==> src/rtl/traffic_monitor.sv <==
// Passive checker for the two-way traffic light lamp buses: phase decode, order and duration checks.
// Optional build macro TRAFFIC_MON_OVERRUN_EN flags a phase as soon as it outlives its tick budget.
module traffic_monitor #(
    parameter int unsigned P1_TICKS = 19,
    parameter int unsigned P2_TICKS = 3,
    parameter int unsigned P3_TICKS = 29,
    parameter int unsigned P4_TICKS = 3
) (
    input  logic        clk100M,
    input  logic        rst,
    input  logic        tick,
    input  logic [2:0]  led1,
    input  logic [2:0]  led2,
    input  logic        err_clr,
    output logic [1:0]  phase,
    output logic        synced,
    output logic [5:0]  tick_cnt,
    output logic [15:0] cycle_cnt,
    output logic        err_illegal,
    output logic        err_order,
    output logic        err_time
);

    localparam logic [5:0] LP_P1     = 6'(P1_TICKS);
    localparam logic [5:0] LP_P2     = 6'(P2_TICKS);
    localparam logic [5:0] LP_P3     = 6'(P3_TICKS);
    localparam logic [5:0] LP_P4     = 6'(P4_TICKS);
    localparam logic [5:0] LP_CNTMAX = 6'd63;

    typedef enum logic [1:0] {
        ST_UNSYNC,
        ST_ARMED,
        ST_TRACK
    } state_t;

    state_t      r_state;
    logic [2:0]  r_led1_q;
    logic [2:0]  r_led2_q;
    logic        r_led_vld;
    logic [1:0]  r_phase;
    logic        r_synced;
    logic [5:0]  r_tick_cnt;
    logic [15:0] r_cycle_cnt;
    logic        r_err_illegal;
    logic        r_err_order;
    logic        r_err_time;

    logic        w_legal;
    logic [1:0]  w_dec;
    logic        w_seen_legal;
    logic        w_change;
    logic        w_succ;
    logic [5:0]  w_target;
    logic        w_ev_ill;
    logic        w_ev_ord;
    logic        w_ev_exit;
    logic        w_ev_over;
    logic        w_over_seen;
    logic        w_ev_time;

    always_comb begin
        w_legal = 1'b1;
        w_dec   = 2'd0;
        case ({r_led1_q, r_led2_q})
            6'b100_001: w_dec = 2'd0;
            6'b100_010: w_dec = 2'd1;
            6'b001_100: w_dec = 2'd2;
            6'b010_100: w_dec = 2'd3;
            default:    w_legal = 1'b0;
        endcase
    end

    always_comb begin
        w_target = LP_P1;
        case (r_phase)
            2'd0: w_target = LP_P1;
            2'd1: w_target = LP_P2;
            2'd2: w_target = LP_P3;
            2'd3: w_target = LP_P4;
            default: w_target = LP_P1;
        endcase
    end

    // led_q resets to all-zero, which decodes as illegal; r_led_vld keeps that
    // reset value from being reported before a real bus sample has been taken.
    assign w_seen_legal = r_led_vld && w_legal;
    assign w_ev_ill     = r_led_vld && !w_legal;
    assign w_change     = w_seen_legal && (w_dec != r_phase);
    assign w_succ       = (w_dec == r_phase + 2'd1);
    assign w_ev_ord     = w_change && !w_succ && (r_state != ST_UNSYNC);
    assign w_ev_exit    = (r_state == ST_TRACK) && w_change && w_succ &&
                          (r_tick_cnt != w_target) && !w_over_seen;
    assign w_ev_time    = w_ev_exit || w_ev_over;

`ifdef TRAFFIC_MON_OVERRUN_EN
    logic r_overrun;

    assign w_ev_over   = (r_state == ST_TRACK) && tick && !w_change && !w_ev_ill &&
                         (r_tick_cnt == w_target) && !r_overrun;
    assign w_over_seen = r_overrun;

    always_ff @(posedge clk100M) begin
        if (rst) begin
            r_overrun <= 1'b0;
        end else if (w_change || w_ev_ill) begin
            r_overrun <= 1'b0;
        end else if (w_ev_over) begin
            r_overrun <= 1'b1;
        end
    end
`else
    assign w_ev_over   = 1'b0;
    assign w_over_seen = 1'b0;
`endif

    always_ff @(posedge clk100M) begin
        if (rst) begin
            r_state       <= ST_UNSYNC;
            r_led1_q      <= '0;
            r_led2_q      <= '0;
            r_led_vld     <= 1'b0;
            r_phase       <= '0;
            r_synced      <= 1'b0;
            r_tick_cnt    <= '0;
            r_cycle_cnt   <= '0;
            r_err_illegal <= 1'b0;
            r_err_order   <= 1'b0;
            r_err_time    <= 1'b0;
        end else begin
            r_led1_q  <= led1;
            r_led2_q  <= led2;
            r_led_vld <= 1'b1;

            r_err_illegal <= (r_err_illegal && !err_clr) || w_ev_ill;
            r_err_order   <= (r_err_order   && !err_clr) || w_ev_ord;
            r_err_time    <= (r_err_time    && !err_clr) || w_ev_time;

            if (w_change) begin
                r_tick_cnt <= tick ? 6'd1 : 6'd0;
            end else if (tick && !w_ev_ill && (r_tick_cnt != LP_CNTMAX)) begin
                r_tick_cnt <= r_tick_cnt + 6'd1;
            end

            if (w_ev_ill) begin
                r_state  <= ST_UNSYNC;
                r_synced <= 1'b0;
            end else if (w_seen_legal) begin
                case (r_state)
                    ST_UNSYNC: begin
                        r_phase <= w_dec;
                        r_state <= ST_ARMED;
                    end
                    ST_ARMED: begin
                        if (w_change) begin
                            r_phase <= w_dec;
                            if (w_succ) begin
                                r_state  <= ST_TRACK;
                                r_synced <= 1'b1;
                            end
                        end
                    end
                    ST_TRACK: begin
                        if (w_change) begin
                            r_phase <= w_dec;
                            if (w_succ) begin
                                if (r_phase == 2'd3) begin
                                    r_cycle_cnt <= r_cycle_cnt + 16'd1;
                                end
                            end else begin
                                r_state  <= ST_ARMED;
                                r_synced <= 1'b0;
                            end
                        end
                    end
                    default: begin
                        r_state  <= ST_UNSYNC;
                        r_synced <= 1'b0;
                    end
                endcase
            end
        end
    end

    assign phase       = r_phase;
    assign synced      = r_synced;
    assign tick_cnt    = r_tick_cnt;
    assign cycle_cnt   = r_cycle_cnt;
    assign err_illegal = r_err_illegal;
    assign err_order   = r_err_order;
    assign err_time    = r_err_time;

endmodule
==> config.mk <==
export PLATFORM = sky130hd
export DESIGN_NAME = traffic_monitor
export DESIGN_NICKNAME = d
export VERILOG_FILES = /design/src/rtl/traffic_monitor.sv
export SDC_FILE = /design/constraint.sdc
export NUM_CORES = 1
export LEC_CHECK = 0
export ABC_AREA = 1
export BUFFER_PORTS_ARGS = -buffer_cell sky130_fd_sc_hd__buf_2
export CORE_AREA = 2 2 66 68
export CTS_CLUSTER_DIAMETER = 60
export DETAILED_ROUTE_END_ITERATION = 6
export DIE_AREA = 0 0 68 70
export GPL_ROUTABILITY_DRIVEN = 0
export GPL_TIMING_DRIVEN = 0
export PLACE_DENSITY = 0.78
export SYNTH_ARGS = -nofsm -noshare
export SYNTH_HDL_FRONTEND = slang
export SYNTH_SLANG_ARGS = --single-unit
==> constraint.sdc <==
create_clock -name clk100M -period 1.9 [get_ports clk100M]
set_input_delay 0.38 -clock clk100M [delete_from_list [all_inputs] [get_ports clk100M]]
set_output_delay 0.38 -clock clk100M [all_outputs]
set_load 0.01 [all_outputs]
==> qor.txt <==
Run status: completed
Peak Freq: 564 MHz
#FFs+latches synth: 37
CTS tree: yes
Syn_area_per_cell: 6.96 sq um
CTS buffer count: 5
Max-cap violations: 0
Slew @ Worst Pin: 0.525 ns
Root Driver: clkbuf_8
Core Area: 4140 sq um
Starting Density: 0.524
Die Wd: 68 um
Sequential share of the synthesized area: 0.341
Initial drt markers: 95
Final Skew: 0.00319 ns
Crit path time final: 1.77 ns
Die area: 4760 sq um
Cell Int Power: 1160 uW
DRC: 0
Routed len/inst: 11.1 um
Hold crit path type: in -> reg
Overall Power: 1520 uW
Antenna viol nets, final: 0
Bufs on Longest Clock Path: 2
NetSw: 361 uW
Synthesized area: 2170 sq um
Total grt overflow: 0
Die height: 70 um
H-tree depth: 2
Yosys top cell by area: dfxtp_1
Diode count: 0
Critical path's largest stage delay: 0.39 ns
Post-Synthesis Cells: 312
Hold Vio Cnt, Final: 0
Vias in the first global route: 1843
Unique cell type count in the Yosys netlist: 27
Share of cells above drive strength 1: 0.202
Post-DR vias/cell: 4.99
Drt first pass iters: 4
Final Non-Filler Cells: 409
Buffers and inverters on the worst path: 3
Post-Place Cells: 400
Hold buffers post-CTS: 0
Initial antenna violation count: 0
Crit-path max FO: 10
Pin count of the biggest net entering global routing: 12
Total vias in the final route: 2042
Nets: 376
Clock Sinks: 37
Commonest cells after routing, fill and taps aside: 64 x nand2_1, 40 x inv_1, 38 x nand3_1, 37 x buf_2, 35 x dfxtp_1
FP Rows: 24
Tcrit/Tclk final: 0.933
Setup crit end kind: flip-flop
First-pass GRT wire length: 7.67 mm
Sw Share: 0.237
Gr usage total: 0.207
Comb power frac: 0.073
Syn nets: 332
Cell area power density: 599 nW/um^2
Later-pin clock latency in the skew report: 0.29 ns
Max IR drop VDD: 317 uV
Clock power frac: 0.397
Top cells by area, synth: dfxtp_1 34%, nand2_1 11%, nand3_1 8.8%, inv_1 6.9%, a21oi_1 5.8%
Worst path slowest cell: dfxtp_2
Final setup viols: 0
Commonest non-fill, non-tap cell in the layout: nand2_1
Rel. slew slack: 0.650
Synth warnings: 0
Io pins: 38
Reg clk slew, reported paths: 0.07 ns
Area Growth Syn to Fin: 16.9%
Top cell type's share of synthesized area: 0.341
Crit path max-delay family: simple AND/OR/NAND/NOR gates
Crit path kind: reg -> reg
Startpoint Class: flip-flop
DP HPWL: 3.48 mm
Crit path DAT: 1.93 ns
I/O Buffers: 36
Final slew viol count: 0
RSZ-0062 raised after global routing: no
Worst path cell trace: inv_1, ha_1, inv_1, nand2_1, nand2_2, nand3_4, nor2_8, nand2_4, buf_6, nand2_1, a21oi_1
WP data required: 2.05 ns
Sequential Power Share: 0.530
DRT Wirelength: 4.56 mm
Static leakage: 0.00125 uW
## metrics by stage
step	utilization	setup TNS (ns)	setup slack, ns	area [sq um]	hold WS (ns)
after floorplan	-	0	0.120	2170	0.487
after global placement	0.583	-0.286	-0.0325	2420	0.451
after detailed placement	0.583	-0.502	-0.0560	2420	0.454
after CTS	0.608	0	0.0246	2520	0.283
after global routing	0.612	0	0.0120	2540	0.294
final	0.612	0	0.127	2540	0.290
## layout make-up
| type | instances | area, sq um |
|---|---|---|
| fillers | 411 | 1610 |
| multi-input cells | 226 | 1240 |
| flip-flops and latches | 37 | 743 |
| repair buffers | 37 | 188 |
| inverters | 43 | 161 |
| clock buffers | 7 | 96.3 |
| well taps | 52 | 65.1 |
| plain buffers | 6 | 38.8 |
| clock inverters | 1 | 5.00 |
## worst reg2reg max path, cell delays in order, from the launching register on
cell and delay, ns:
dfxtp_2 0.39, inv_1 0.13, ha_1 0.33, inv_1 0.06, nand2_1 0.05, nand2_2 0.09, nand3_4 0.11, nor2_8 0.14
nand2_4 0.09, buf_6 0.15, nand2_1 0.05, a21oi_1 0.06
## final timing paths
path | startpoint | cells after the start | slack (ns) | endpoint
hold reg to reg | err_time | 2 | 0.46 | err_time
setup reg to reg | phase[0] | 11 | 0.13 | cycle_cnt[4]
setup / recovery | phase[0] | 11 | 0.13 | cycle_cnt[4]
hold / removal | led1[0] | 3 | 0.29 | r_led1_q[0]
## power groups by stage
stage	combinational [uW]	sequential, uW	clock (uW)
2_1_floorplan	76.2	823	0
5_1_grt	128	807	652
6_report	111	805	604
3_5_place_dp	110	822	0
3_3_place_gp	107	822	0
4_1_cts	110	804	625
## layer usage
metal	track usage	up-vias	share of wire
li1	-	1085	-
met4	0.0933	0	0.016
met2	0.341	46	0.49
met5	0	-	0
met3	0.0354	6	0.049
met1	0.257	905	0.44
## state kept, by name, indices dropped and copies added (netlist names)
name / cells
cycle_cnt: 16
tick_cnt: 6
r_led1_q: 3
r_led2_q: 3
phase: 2
r_state: 2
err_illegal: 1
err_order: 1
err_time: 1
r_led_vld: 1
synced: 1
## Yosys cell counts
master	n
dfxtp_1	37
nor3b_1	1
inv_2	3
nor2_2	4
nor2_1	31
nor2_8	1
inv_1	40
and3_1	1
xnor2_1	5
nand4_1	5
xor2_1	12
buf_6	2
nand2_1	65
or2_2	1
nand2_2	6
a21oi_1	25
nand3_1	38
nand3_2	4
o21bai_1	2
nand2_4	2
nand3b_1	1
ha_1	10
nor4_1	1
nor3_1	7
buf_2	1
o21ai_0	4
clkbuf_1	3
## timing repair
action	4_1_cts	5_1_grt
pin swaps	0	1
setup buffers	0	1
gates resized for setup	1	3
setup endpoints to repair	11	15
cloned	0	0
## logic make-up after synthesis
logic type | after synthesis | synth area share
fa+ha+maj | 10 | 0.0576
buf+inv | 49 | 0.0922
xor+xnor | 17 | 0.0686
flops | 37 | 0.341
simple gates | 168 | 0.367
compound gates | 31 | 0.0738
(Power assumes the default switching activity.)
